===== src/rtl/wash_sequencer.sv =====
// wash_sequencer: washer master controller.
// Sequences wash -> rinse xN -> spin -> done for one of six programs and
// publishes state plus a packed message bus for the display path.
module wash_sequencer #(
    parameter int TICK_DIV   = 50_000_000,
    parameter int BEEP_UNITS = 3
) (
    input  logic        cp,
    input  logic        rst,
    input  logic        power,
    input  logic        start,
    input  logic        mode,
    output logic [2:0]  state,
    output logic [25:0] msg,
    output logic        buzzer
);

    localparam int             PW        = (TICK_DIV > 1) ? $clog2(TICK_DIV) : 1;
    localparam logic [PW-1:0]  PRE_MAX   = PW'(TICK_DIV - 1);
    localparam int             BW        = (BEEP_UNITS > 0) ? $clog2(BEEP_UNITS + 1) : 1;
    localparam logic [BW-1:0]  BEEP_INIT = BW'(BEEP_UNITS);

    typedef enum logic [2:0] {
        S_OFF   = 3'd0,
        S_SETUP = 3'd1,
        S_WASH  = 3'd2,
        S_RINSE = 3'd3,
        S_SPIN  = 3'd4,
        S_PAUSE = 3'd5,
        S_DONE  = 3'd6
    } state_t;

    typedef struct packed {
        logic [2:0] wash;
        logic [2:0] rinse;
        logic [2:0] cnt;
        logic [2:0] spin;
        logic [3:0] water;
    } prog_t;

    // Program table; unused codes fall back to program 0.
    function automatic prog_t romLookup(input logic [2:0] p);
        case (p)
            3'd1:    romLookup = '{3'd2, 3'd1, 3'd1, 3'd2, 4'd6};
            3'd2:    romLookup = '{3'd4, 3'd3, 3'd2, 3'd4, 4'd12};
            3'd3:    romLookup = '{3'd2, 3'd2, 3'd2, 3'd1, 4'd10};
            3'd4:    romLookup = '{3'd0, 3'd2, 3'd1, 3'd2, 4'd8};
            3'd5:    romLookup = '{3'd0, 3'd0, 3'd0, 3'd3, 4'd0};
            default: romLookup = '{3'd3, 3'd2, 3'd2, 3'd3, 4'd8};
        endcase
    endfunction

    state_t        r_state, r_resume, w_state, w_resume;
    logic [PW-1:0] r_pre, w_pre;
    logic [2:0]    r_stage, r_wash, r_rinse, r_spin, r_cnt, r_prog;
    logic [2:0]    w_stage, w_wash, w_rinse, w_spin, w_cnt, w_prog;
    logic [3:0]    r_total, r_water, w_total, w_water;
    logic          r_buzzer, w_buzzer;
    logic [BW-1:0] r_beep, w_beep;
    logic          w_tick, w_doLoad, w_doClear;
    logic [2:0]    w_loadProg;
    prog_t         w_rom;

    // Next-state and next-message computation for the whole controller.
    always_comb begin
        w_state    = r_state;
        w_resume   = r_resume;
        w_pre      = r_pre;
        w_stage    = r_stage;
        w_total    = r_total;
        w_wash     = r_wash;
        w_rinse    = r_rinse;
        w_spin     = r_spin;
        w_water    = r_water;
        w_cnt      = r_cnt;
        w_prog     = r_prog;
        w_buzzer   = r_buzzer;
        w_beep     = r_beep;
        w_doLoad   = 1'b0;
        w_doClear  = 1'b0;
        w_loadProg = r_prog;
        w_tick     = (r_pre == PRE_MAX);

        if (r_state == S_OFF) begin
            if (power) begin
                w_state    = S_SETUP;
                w_doLoad   = 1'b1;
                w_loadProg = 3'd0;
            end
        end else if (power) begin
            w_state   = S_OFF;
            w_doClear = 1'b1;
        end else begin
            case (r_state)
                S_SETUP: begin
                    if (start) begin
                        w_pre = '0;
                        if (r_wash != 3'd0) begin
                            w_state = S_WASH;
                            w_stage = r_wash;
                        end else if (r_cnt != 3'd0 && r_rinse != 3'd0) begin
                            w_state = S_RINSE;
                            w_stage = r_rinse;
                        end else begin
                            w_state = S_SPIN;
                            w_stage = r_spin;
                        end
                    end else if (mode) begin
                        w_doLoad   = 1'b1;
                        w_loadProg = (r_prog == 3'd5) ? 3'd0 : r_prog + 3'd1;
                    end
                end
                S_WASH, S_RINSE, S_SPIN: begin
                    if (start) begin
                        w_state  = S_PAUSE;
                        w_resume = r_state;
                    end else begin
                        w_pre = w_tick ? '0 : r_pre + PW'(1);
                        if (w_tick) begin
                            if (r_total != 4'd0) begin
                                w_total = r_total - 4'd1;
                            end
                            if (r_stage > 3'd1) begin
                                w_stage = r_stage - 3'd1;
                            end else if (r_state == S_WASH) begin
                                if (r_cnt != 3'd0 && r_rinse != 3'd0) begin
                                    w_state = S_RINSE;
                                    w_stage = r_rinse;
                                end else begin
                                    w_state = S_SPIN;
                                    w_stage = r_spin;
                                end
                            end else if (r_state == S_RINSE) begin
                                if (r_cnt > 3'd1) begin
                                    w_cnt   = r_cnt - 3'd1;
                                    w_stage = r_rinse;
                                end else begin
                                    w_cnt   = 3'd0;
                                    w_state = S_SPIN;
                                    w_stage = r_spin;
                                end
                            end else begin
                                w_state  = S_DONE;
                                w_stage  = 3'd0;
                                w_total  = 4'd0;
                                w_wash   = 3'd0;
                                w_rinse  = 3'd0;
                                w_spin   = 3'd0;
                                w_water  = 4'd0;
                                w_cnt    = 3'd0;
                                w_buzzer = (BEEP_UNITS > 0);
                                w_beep   = BEEP_INIT;
                            end
                        end
                    end
                end
                S_PAUSE: begin
                    if (start) begin
                        w_state = r_resume;
                    end
                end
                S_DONE: begin
                    if (start) begin
                        w_state  = S_SETUP;
                        w_doLoad = 1'b1;
                        w_buzzer = 1'b0;
                        w_beep   = '0;
                    end else if (r_beep != '0) begin
                        w_pre = w_tick ? '0 : r_pre + PW'(1);
                        if (w_tick) begin
                            w_beep = r_beep - BW'(1);
                            if (r_beep == BW'(1)) begin
                                w_buzzer = 1'b0;
                            end
                        end
                    end
                end
                default: w_state = S_OFF;
            endcase
        end

        w_rom = romLookup(w_loadProg);
        if (w_doClear) begin
            w_pre    = '0;
            w_stage  = 3'd0;
            w_total  = 4'd0;
            w_wash   = 3'd0;
            w_rinse  = 3'd0;
            w_spin   = 3'd0;
            w_water  = 4'd0;
            w_cnt    = 3'd0;
            w_prog   = 3'd0;
            w_buzzer = 1'b0;
            w_beep   = '0;
        end
        if (w_doLoad) begin
            w_pre   = '0;
            w_prog  = w_loadProg;
            w_stage = 3'd0;
            w_wash  = w_rom.wash;
            w_rinse = w_rom.rinse;
            w_cnt   = w_rom.cnt;
            w_spin  = w_rom.spin;
            w_water = w_rom.water;
            w_total = 4'(w_rom.wash) + 4'(w_rom.rinse) * 4'(w_rom.cnt) + 4'(w_rom.spin);
        end
    end

    // State and message registers, cleared by synchronous reset.
    always_ff @(posedge cp) begin
        if (rst) begin
            r_state  <= S_OFF;
            r_resume <= S_OFF;
            r_pre    <= '0;
            r_stage  <= 3'd0;
            r_total  <= 4'd0;
            r_wash   <= 3'd0;
            r_rinse  <= 3'd0;
            r_spin   <= 3'd0;
            r_water  <= 4'd0;
            r_cnt    <= 3'd0;
            r_prog   <= 3'd0;
            r_buzzer <= 1'b0;
            r_beep   <= '0;
        end else begin
            r_state  <= w_state;
            r_resume <= w_resume;
            r_pre    <= w_pre;
            r_stage  <= w_stage;
            r_total  <= w_total;
            r_wash   <= w_wash;
            r_rinse  <= w_rinse;
            r_spin   <= w_spin;
            r_water  <= w_water;
            r_cnt    <= w_cnt;
            r_prog   <= w_prog;
            r_buzzer <= w_buzzer;
            r_beep   <= w_beep;
        end
    end

    assign state  = r_state;
    assign msg    = {r_stage, r_total, r_wash, r_rinse, r_spin, r_water, r_cnt, r_prog};
    assign buzzer = r_buzzer;

endmodule


===== config.mk =====
export PLATFORM = sky130hd
export DESIGN_NAME = wash_sequencer
export DESIGN_NICKNAME = d
export VERILOG_FILES = /design/src/rtl/wash_sequencer.sv
export SDC_FILE = /design/constraint.sdc
export NUM_CORES = 1
export LEC_CHECK = 0
export CORE_ASPECT_RATIO = 0.75
export CORE_UTILIZATION = 57
export CTS_CLUSTER_DIAMETER = 100
export DETAILED_ROUTE_END_ITERATION = 8
export DONT_BUFFER_PORTS = 1
export MAX_ROUTING_LAYER = met4
export PLACE_DENSITY = 0.77
export SLEW_MARGIN = 15
export SYNTH_ARGS = -nofsm -noshare
export SYNTH_HDL_FRONTEND = slang
export SYNTH_SLANG_ARGS = --single-unit

===== constraint.sdc =====
create_clock -name cp -period 3.9 [get_ports cp]
set_clock_uncertainty 0.2 [all_clocks]
set_input_delay 0.585 -clock cp [delete_from_list [all_inputs] [get_ports cp]]
set_output_delay 0.585 -clock cp [all_outputs]
set_load 0.005 [all_outputs]

==> metrics, run 1 <==
status=complete, no violations; crit path cell chain=nor4bb_2 > a21oi_1 > mux2_2 > a21oi_1 > o32a_1 > ha_1 > inv_1 > fa_1 > inv_1 > fa_1 > xnor2_1 > xnor2_1 > xnor2_1 > a211oi_1 > nor3_1; sequential share of the synthesized area=30.0%; IO Count=35; 1st-iter DRT viols=about 420; # rows=25; Initial Util=59.2%; reg2reg start=state[0]$_SDFFE_PP0P_; critical path peak fanout=7; Largest delay share family, worst path=compound AO/OA/AOI/OAI gates; Critical Path RT=around 3.9 ns; crit share post-route=around 95%; Post-Syn Instances=approximately 470; Slew @ Worst Pin=0.831 ns; clk_lat worst skew=around 0.32 ns; total wire length=9.67 mm; gr usage total=a little under a third; final setup vio count=0; WL per Instance=around 18 µm; Setup crit end kind=flip-flop; clock share of power=29.3%; fmax=~270 MHz; sequential power share=between 50% and 60%; Worst slew margin=between 40 and 50%; area delta synth->final=4.52%; drt via density=roughly 6.5; DP HPWL=a little over 7 mm; Port Buffers=0; Worst path slowest cell=dfxtp_1; DP Cell Count=540; Finished Layout Cells=548; Filler Cells Inserted=around 550; first-pass GRT wire length=between 15 and 20 mm; DP Worst Slack=a little under 0.06 ns; hold_ws=0.114 ns; post-synthesis cell area=around 0.0037 mm²; CTS Buffer Depth=2; First-pass DRT Iterations=8; count of cell types in the netlist=66; Worst path max stage delay=approximately 0.46 ns; hold_buf cts=0; critical setup path kind=flip-flop to flip-flop; Die Y=slightly above 70 µm; grt ovf=0; initial antenna violation count=0; Layout Nets=between 400 and 500; minimum clock period=about 3.7 ns; # DRC=0; GPL Wtd Cong=0.923; Internal=a little under 800 µW; final setup margin=0.213 ns; Critical Path Start Type=flip-flop; Post-CTS Setup Bufs=0; area of the core=between 0.006 and 0.007 mm²; area fraction of the dominant cell type after synthesis=between 20 and 30%; Power Total=1150 µW; TritonCTS buffer count=5; Static Leak=0.00130 µW; Die Wd=roughly 96 µm; post-synth top area cell=dfxtp_1; post-CTS sizing=0; number of synthesized flops with an enable pin=0; via count=between 3000 and 4000; Critical Path Start=state[0]$_SDFFE_PP0P_; combinational share of power=between 10% and 20%; pwr dens=between 200 and 300 mW/mm²; number of clock sinks=56; Worst Hold Class=input port to flip-flop; CTS HTree Levels=2; Mean Syn Cell Area=just under 8 µm²; layout cell share with drive strength beyond 1=under 10%; CTS Root Cell=clkbuf_8; setup_tns=0 ns; Final Hold Fails=0; WP buf/inv=2; MaxCap Viol Count=0; Switching Share=around 31%; synthesis warning total=0; max-slew violation count=0; ranking of synthesized cells by area=dfxtp_1 30%, nor2_1 5.5%, nand2_1 4.1%, a21oi_1 4.0%, ha_1 4.0%; Synth Flop Type=dfxtp_1; largest net degree at the start of global routing=28; CP most frequent cell=xnor2_1; Ant. Diodes=0; Min-Delay Startpoint=rst; Post-synth top cells=56 x dfxtp_1, 55 x nor2_1, 41 x nand2_1; DIE AREA=roughly 0.0069 mm²; most common cell in the netlist=dfxtp_1; CTS tree=yes; Antenna Nets Post-Route=0; Psw=360 µW; CP arrival=between 3 and 4 ns; vias in the first global route=between 3000 and 4000; post-synthesis async set-or-reset flop share=0%; #FFs+latches synth=between 50 and 60; Clk pin slew, worst setup/hold paths=~0.11 ns; Peak VDD IR=0.000174 V
[flip-flops by register name, summed over array words and instances, names as in the netlist]
| name | cells |
|---|---|
| r_rinse | 1 |
| r_prog | 3 |
| r_stage | 3 |
| r_wash | 2 |
| r_pre | 26 |
| state | 3 |
| r_spin | 3 |
| r_cnt | 3 |
| r_total | 4 |
| r_resume | 3 |
| buzzer | 1 |
| r_water | 2 |
| r_beep | 2 |
[final cells by class]
class / instances / area (µm²) / share of cell area [%]
flip-flops and latches: 56 / 1120 / 28.7
multi-input cells: 373 / 2430 / 62.2
clock inverters: 3 / 21.3 / 0.544
inverters: 16 / 60.1 / 1.54
clock buffers: 5 / 68.8 / 1.76
well taps: 81 / 101 / 2.59
repair buffers: 14 / 105 / 2.69
[stage by stage]
stage | utilization (%) | area (µm²)
floorplan | - | 3740
global placement | 60.3 | 3810
detailed placement | 60.3 | 3810
CTS | 61.7 | 3900
global route | 61.8 | 3910
finish | 61.8 | 3910
[kinds of logic (layout without fill, tap and decap cells)]
kind of cell	Yosys count	after routing	synth area share (%)
AND/OR/NAND/NOR	196	196	26.8
buffers and inverters	46	38	5.29
other	1	2	0.100
XOR/XNOR	24	24	5.62
adder cells (fa/ha/maj)	14	14	5.09
AO/OA/AOI/OAI	128	128	24.6
flip-flops	56	56	30.0
multiplexers	9	9	2.48
[worst paths after layout]
kind	slack, ns	cells after the start	to
max	0.21	15	r_total[2]$_SDFFE_PP0P_
min	0.11	1	r_cnt[2]$_SDFFE_PP0P_
min reg2reg	0.26	2	r_resume[0]$_SDFFE_PP0P_
max reg2reg	0.21	15	r_total[2]$_SDFFE_PP0P_
[layout by cell type (no fill, tap or decap), types with 10 or more instances in the layout]
| cell | count |
|---|---|
| ha_1 | 12 |
| nor2_1 | 55 |
| a211oi_1 | 11 |
| nand2_1 | 41 |
| nor3_1 | 12 |
| dfxtp_1 | 56 |
| inv_1 | 16 |
| nand4_1 | 10 |
| buf_4 | 14 |
| nand3_1 | 21 |
| o21ai_0 | 19 |
| a21oi_1 | 30 |
| xor2_1 | 16 |
[worst register-to-register path, delay by kind of cell (launching register included)]
family	cells	cell delay, ns
compound gates	4	0.84
xor+xnor	3	0.42
fa+ha+maj	3	0.78
buf+inv	2	0.12
flops	1	0.46
mux	1	0.31
simple gates	2	0.44
[metal layers]
layer	track usage [%]	share of wire, %
met5	-	0
met4	8.46	0.76
met3	8.81	10
met2	36.7	39
met1	47.0	50
[power by group through the flow]
stage / Clock, µW / Combinational (µW) / Sequential (µW)
3_3_place_gp: 0 / 194 / 623
6_report: 338 / 205 / 611
4_1_cts: 341 / 198 / 610
2_1_floorplan: 0 / 164 / 616
5_1_grt: 365 / 224 / 614
3_5_place_dp: 0 / 197 / 624
Note: power is estimated with default switching activity, not from simulation.
==> run 2, diff against run 1 <==
Settings changed: ABC_AREA from default to 1, SETUP_SLACK_MARGIN from default to 0.05.
==> metrics, run 2 <==
status=complete, no violations (unchanged); CTS Buffer Depth=2 (unchanged); Largest register FFs=26 (unchanged); First-pass DRT Iterations=5 (was 8); number of clock sinks=56 (unchanged); # DRC=0 (unchanged); fmax=279 MHz (was 271 MHz); #FFs+latches synth=56 (unchanged); Internal=985 µW (was 794 µW); RSZ-0062 raised after global routing=no; WL per Instance=14.3 µm (was 17.6 µm); Die Wd=97.5 µm (was 95.5 µm); via count=4012 (was 3566); minimum clock period=3.59 ns (was 3.69 ns); synthesis warning total=0 (unchanged); Synth Flop Type=dfxtp_1 (unchanged); hold_ws=0.125 ns (was 0.114 ns); total wire length=10.0 mm (was 9.67 mm); drt via density=5.70 (was 6.51); final setup vio count=0 (unchanged); Static Leak=0.00166 µW (was 0.00130 µW); area of the multi-input gates=0.00236 mm² (was 0.00243 mm²); sequential share of the synthesized area=28.8% (was 30.0%); sequential power share=42.5% (was 52.9%); most common cell in the netlist=nand2_1 (was dfxtp_1); # rows=25 (unchanged); clk_lat worst skew=0.31 ns (was 0.32 ns); Clk pin slew, worst setup/hold paths=0.10 ns (was 0.11 ns); Peak VDD IR=0.000243 V (was 0.000174 V); Die Y=73.6 µm (was 72.1 µm); Worst Hold Class=input port to flip-flop (unchanged); grt ovf=0 (unchanged); crit share post-route=92.0% (was 94.5%); Filler Cells Inserted=610 (was 554); Largest regs=r_pre x26, r_total x4 (unchanged); CP arrival=3.64 ns (was 3.69 ns); area of the core=0.00644 mm² (was 0.00632 mm²); number of synthesized flops with an enable pin=0 (unchanged); leading cell type in the layout, fill and taps excluded=nand2_1 (was dfxtp_1); combinational share of power=27.5% (was 17.8%); TritonCTS buffer count=5 (unchanged); gr usage total=29.6% (was 30.3%); Antenna Nets Post-Route=0 (unchanged); FF/Latch Area=0.00112 mm² (about the same); Port Buffers=0 (unchanged); post-synthesis async set-or-reset flop share=0% (unchanged); Psw=518 µW (was 360 µW); IO Count=35 (unchanged); Layout Nets=642 (was 485); post-synthesis cell area=0.00390 mm² (was 0.00374 mm²); clock share of power=29.9% (was 29.3%); Switching Share=34.5% (was 31.2%); Worst slew margin=58.9% (was 44.5%); Post-Syn Instances=624 (was 474); first-pass GRT wire length=16.6 mm (was 15.8 mm); Post-synth top cells=152 x nand2_1, 83 x nor2_1, 76 x inv_1 (was 56 x dfxtp_1, 55 x nor2_1, 41 x nand2_1); pwr dens=368 mW/mm² (was 295 mW/mm²); GPL Wtd Cong=0.929 (was 0.923); ranking of synthesized cells by area=dfxtp_1 29%, nand2_1 15%, nor2_1 8.0%, inv_1 7.3%, a21oi_1 6.7% (was dfxtp_1 30%, nor2_1 5.5%, nand2_1 4.1%, a21oi_1 4.0%, ha_1 4.0%); vias in the first global route=3412 (was 3178); DP HPWL=7.80 mm (was 7.12 mm); count of cell types in the netlist=36 (was 66); most frequent cells in the layout=151 x nand2_1, 83 x nor2_1, 75 x inv_1, 55 x dfxtp_1, 52 x a21oi_1 (was 56 x dfxtp_1, 55 x nor2_1, 41 x nand2_1, 30 x a21oi_1, 21 x nand3_1); layout cell share with drive strength beyond 1=7.70% (was 8.14%); DIE AREA=0.00718 mm² (was 0.00689 mm²); Critical Path Start Type=flip-flop (unchanged); CTS tree=yes (unchanged); Initial Util=60.5% (was 59.2%); 1st-iter DRT viols=353 (was 419); area fraction of the dominant cell type after synthesis=28.8% (was 30.0%); CTS Root Cell=clkbuf_8 (unchanged); Reg with most FFs=r_pre (unchanged); hold_buf cts=0 (unchanged); critical path peak fanout=10 (was 7); Mean Syn Cell Area=6.25 µm² (was 7.89 µm²); Final Hold Fails=0 (unchanged); Ant. Diodes=0 (unchanged); MaxCap Viol Count=0 (unchanged); Slew @ Worst Pin=0.615 ns (was 0.831 ns); CTS HTree Levels=2 (unchanged); critical setup path kind=flip-flop to flip-flop (unchanged); post-synth top area cell=dfxtp_1 (unchanged); max-slew violation count=0 (unchanged); area delta synth->final=4.85% (was 4.52%); initial antenna violation count=0 (unchanged); setup_tns=0 ns (unchanged); Critical Path RT=3.96 ns (was 3.91 ns); Setup crit end kind=flip-flop (unchanged); largest net degree at the start of global routing=21 (was 28)
run 2: cell types whose count changed after synthesis, moves of 17 or more:
cell and change:
nand3_1 +25, clkbuf_1 -17, nand2_1 +111, nor2_1 +28, inv_1 +60, a21oi_1 +22
run 2: kinds of logic (layout without fill, tap and decap cells):
kind of cell               Yosys count  in the layout  share of synthesized area, %
DFF                                 56             56                          28.8
xor gates and xnor gates             8              8                          1.80
AOI/OAI and AO/OA                  103            103                          15.1
adders and majority gates           14             14                          4.88
and+or+nand+nor                    343            343                          38.3
other                                1              2                        0.0962
buffers and inverters               99             97                          11.0
run 2: timing repair:
item	CTS	global route
buffers inserted	0	2
gates resized for setup	0	6
setup endpoints to repair	0	2
run 2: cell type report:
class	count	area share, %
Timing Repair Buffer	8	1.47
Clock inverter	2	1.47
Multi-Input combinational cell	470	57.8
Inverter	82	7.62
Sequential cell	56	27.5
Tap cell	81	2.48
Clock buffer	5	1.68
run 2: power groups by stage:
| stage | clock, µW | sequential [µW] | combinational, µW |
|---|---|---|---|
| global placement | 0 | 649 | 387 |
| finish | 450 | 639 | 414 |
| floorplan | 0 | 642 | 324 |
| detailed placement | 0 | 649 | 390 |
| CTS | 459 | 636 | 393 |
| global route | 476 | 643 | 466 |
run 2: worst paths after layout:
path	start	end	slack [ns]	depth (start not counted)
hold reg to reg	r_water[1]$_SDFFE_PP0P_	r_water[1]$_SDFFE_PP0P_	0.30	2
hold / removal	rst	state[0]$_SDFFE_PP0P_	0.12	1
setup reg to reg	state[2]$_SDFFE_PP0P_	r_total[2]$_SDFFE_PP0P_	0.31	17
setup / recovery	state[2]$_SDFFE_PP0P_	r_total[2]$_SDFFE_PP0P_	0.31	17
run 2: critical path, cell delays in order (launching register included):
cell and delay, ns:
dfxtp_1 0.39, clkinvlp_4 0.24, a21oi_4 0.30, nand2_2 0.09
nand2_1 0.08, nand2_2 0.09, inv_2 0.10, nand2_2 0.09
nor2_1 0.20, ha_1 0.28, ha_1 0.31, fa_1 0.44
xor2_1 0.18, xor2_1 0.20, inv_1 0.05, nand2_1 0.06
nand3_1 0.08, a21oi_1 0.15
run 2: per-layer routing:
metal	routed length (µm)	share of wire, %	up-vias	track usage, %
met5	0	0	-	-
met4	59	0.59	0	6.21
met3	1080	11	7	7.52
met2	3730	37	199	37.9
met1	5160	51	1778	45.4
li1	-	-	2028	-
run 2: stage by stage:
stage          util, %  area [µm²]  cells  setup slack (ns)  total power [µW]
6_report          63.4        4090    704             0.313              1500
5_1_grt           63.4        4090    704            0.0604              1580
4_1_cts           62.9        4050    702             0.247              1490
3_5_place_dp      60.9        3930    695             0.181              1040
3_3_place_gp      60.9        3930    695             0.351              1040
2_1_floorplan        -        3900    625             0.358               965
==> run 3, diff against run 2 <==
Settings changed: CORE_MARGIN from default to 5, PLACE_DENSITY 0.77 to 0.74.
Clock period 3.9 ns to 3.5 ns, I/O delays scaled along.
==> metrics, run 3 (synthesis gave the netlist of run 2 again) <==
status=complete, no violations (unchanged); final setup vio count=0 (unchanged); # DRC=0 (unchanged); CTS Root Cell=clkbuf_8 (unchanged); DP HPWL=8.21 mm (was 7.80 mm); Worst path slowest cell=dfxtp_4 (was fa_1); CTS Buffer Depth=2 (unchanged); DIE AREA=0.00861 mm² (was 0.00718 mm²); initial antenna violation count=0 (unchanged); pwr dens=373 mW/mm² (was 368 mW/mm²); Slew @ Worst Pin=0.604 ns (was 0.615 ns); Largest delay share family, worst path=simple AND/OR/NAND/NOR gates (was adder cells); fin area=0.00435 mm² (was 0.00409 mm²); clk_lat worst skew=0.32 ns (was 0.31 ns); Placed Instance Area=0.00401 mm² (was 0.00393 mm²); MaxCap Viol Count=0 (unchanged); Die Wd=105 µm (was 97.5 µm); Static Leak=0.00176 µW (was 0.00166 µW); TritonCTS buffer count=5 (unchanged); DP Cell Count=708 (was 695); layout cell share with drive strength beyond 1=15.6% (was 7.70%); critical path peak fanout=4 (was 10); Clk pin slew, worst setup/hold paths=0.10 ns (about the same); Die Y=81.6 µm (was 73.6 µm); Antenna Nets Post-Route=0 (unchanged); Critical Path Start Type=flip-flop (unchanged); via count=4146 (was 4012); hold_buf cts=0 (unchanged); fmax=299 MHz (was 279 MHz); Worst Hold Class=input port to flip-flop (unchanged); drt via density=5.72 (was 5.70); path depth of the worst reg2reg path=20 (was 17); CP most frequent cell=nand2_2 (unchanged); first-pass GRT wire length=17.2 mm (was 16.6 mm); final setup margin=0.159 ns (was 0.313 ns); area of the multi-input gates=0.00251 mm² (was 0.00236 mm²); Layout Nets=659 (was 642); crit share post-route=95.4% (was 92.0%); # rows=26 (was 25); critical setup path kind=flip-flop to flip-flop (unchanged); Final Hold Fails=0 (unchanged); vias in the first global route=3514 (was 3412); area delta synth->final=11.6% (was 4.85%); IO Count=35 (unchanged); GPL Wtd Cong=0.974 (was 0.929); number of clock sinks=56 (unchanged); FF/Latch Area=0.00113 mm² (was 0.00112 mm²); leading cell type in the layout, fill and taps excluded=nand2_1 (unchanged); Port Buffers=0 (unchanged); setup_tns=0 ns (unchanged); Setup crit end kind=flip-flop (unchanged); 1st-iter DRT viols=279 (was 353); Worst path max stage delay=0.39 ns (was 0.44 ns); CTS HTree Levels=2 (unchanged); Finished Layout Cells=725 (was 704); crit path cell chain=buf_6 > nor2_4 > nand3_2 > nor2_2 > nor2_2 > a21oi_2 > nand2_2 > nand2_2 > nand2_2 > ha_4 > inv_2 > fa_2 > inv_2 > fa_2 > xor2_2 > xor2_1 > inv_1 > nand2_1 > nand3_2 > a21oi_2 (was clkinvlp_4 > a21oi_4 > nand2_2 > nand2_1 > nand2_2 > inv_2 > nand2_2 > nor2_1 > ha_1 > ha_1 > fa_1 > xor2_1 > xor2_1 > inv_1 > nand2_1 > nand3_1 > a21oi_1); Peak VDD IR=0.000325 V (was 0.000243 V); Initial Util=57.9% (was 60.5%); First-pass DRT Iterations=5 (unchanged); Worst slew margin=59.6% (was 58.9%); Largest register FFs=26 (unchanged); Critical Path RT=3.56 ns (was 3.96 ns); WP buf/inv=4 (was 3); Reg with most FFs=r_pre (unchanged); gr usage total=25.4% (was 29.6%); largest net degree at the start of global routing=21 (unchanged); Filler Cells Inserted=648 (was 610); CP arrival=3.40 ns (was 3.64 ns); WL per Instance=15.0 µm (was 14.3 µm); DP Worst Slack=-0.0426 ns (was 0.181 ns); CP Depth=20 (was 17); total wire length=10.8 mm (was 10.0 mm); Ant. Diodes=0 (unchanged); Largest regs=r_pre x26, r_total x4 (unchanged); minimum clock period=3.34 ns (was 3.59 ns); max-slew violation count=0 (unchanged); hold path cells=1 (unchanged); most frequent cells in the layout=144 x nand2_1, 75 x nor2_1, 71 x inv_1, 54 x dfxtp_1, 50 x a21oi_1 (was 151 x nand2_1, 83 x nor2_1, 75 x inv_1, 55 x dfxtp_1, 52 x a21oi_1); CTS tree=yes (unchanged); area of the core=0.00673 mm² (was 0.00644 mm²); grt ovf=0 (unchanged); RSZ-0062 raised after global routing=yes (was no)
-- run 3: cell types whose count changed in the layout (fill, tap and decap cells not counted), sizes merged --
cell      previous run  this run
clkinv               0         2
bufinv               2         0
buf                  8        25
inv                 81        83
clkinvlp             1         0
-- run 3: repair_timing --
item,CTS,global route
buffers inserted,2,7
gates resized for setup,5,49
pin swaps,3,16
setup endpoints to repair,2,2
-- run 3: metal layers --
layer	up-vias	GRT usage, %	share of wire [%]
li1	2051	-	-
met1	1919	38.7	51
met2	163	33.7	40
met3	13	5.58	8.5
met4	0	4.85	0.80
met5	-	-	0
-- run 3: cell type report --
cell class                      instances  area share (%)
Multi-Input combinational cell        470            57.7
Sequential cell                        56            26.0
Inverter                               82            7.25
Timing Repair Buffer                   25            4.58
Tap cell                               84            2.42
Clock buffer                            5            1.58
Clock inverter                          3           0.518
-- run 3: power by group --
group | switching [µW] | leakage, µW | internal [µW] | total, µW
Combinational | 350 | 0.00126 | 182 | 532
Clock | 230 | 0.0000485 | 144 | 374
Sequential | 45.4 | 0.000455 | 670 | 715
Total | 625 | 0.00176 | 996 | 1620
-- run 3: final timing paths --
| check | startpoint | endpoint | slack (ns) |
|---|---|---|---|
| worst max-delay path | state[1]$_SDFFE_PP0P_ | r_total[2]$_SDFFE_PP0P_ | 0.16 |
| worst min-delay path | rst | state[0]$_SDFFE_PP0P_ | 0.06 |
| worst max register to register | state[1]$_SDFFE_PP0P_ | r_total[2]$_SDFFE_PP0P_ | 0.16 |
| worst min register to register | r_beep[1]$_SDFFE_PP0P_ | r_beep[1]$_SDFFE_PP0P_ | 0.30 |
-- run 3: metrics by stage --
stage | utilization, % | hold slack, ns | total power (µW)
floorplan | - | 0.252 | 1080
global placement | 59.5 | 0.263 | 1180
detailed placement | 59.5 | 0.273 | 1190
CTS | 61.2 | 0.0503 | 1580
global route | 64.6 | 0.0468 | 1730
finish | 64.6 | 0.0556 | 1620
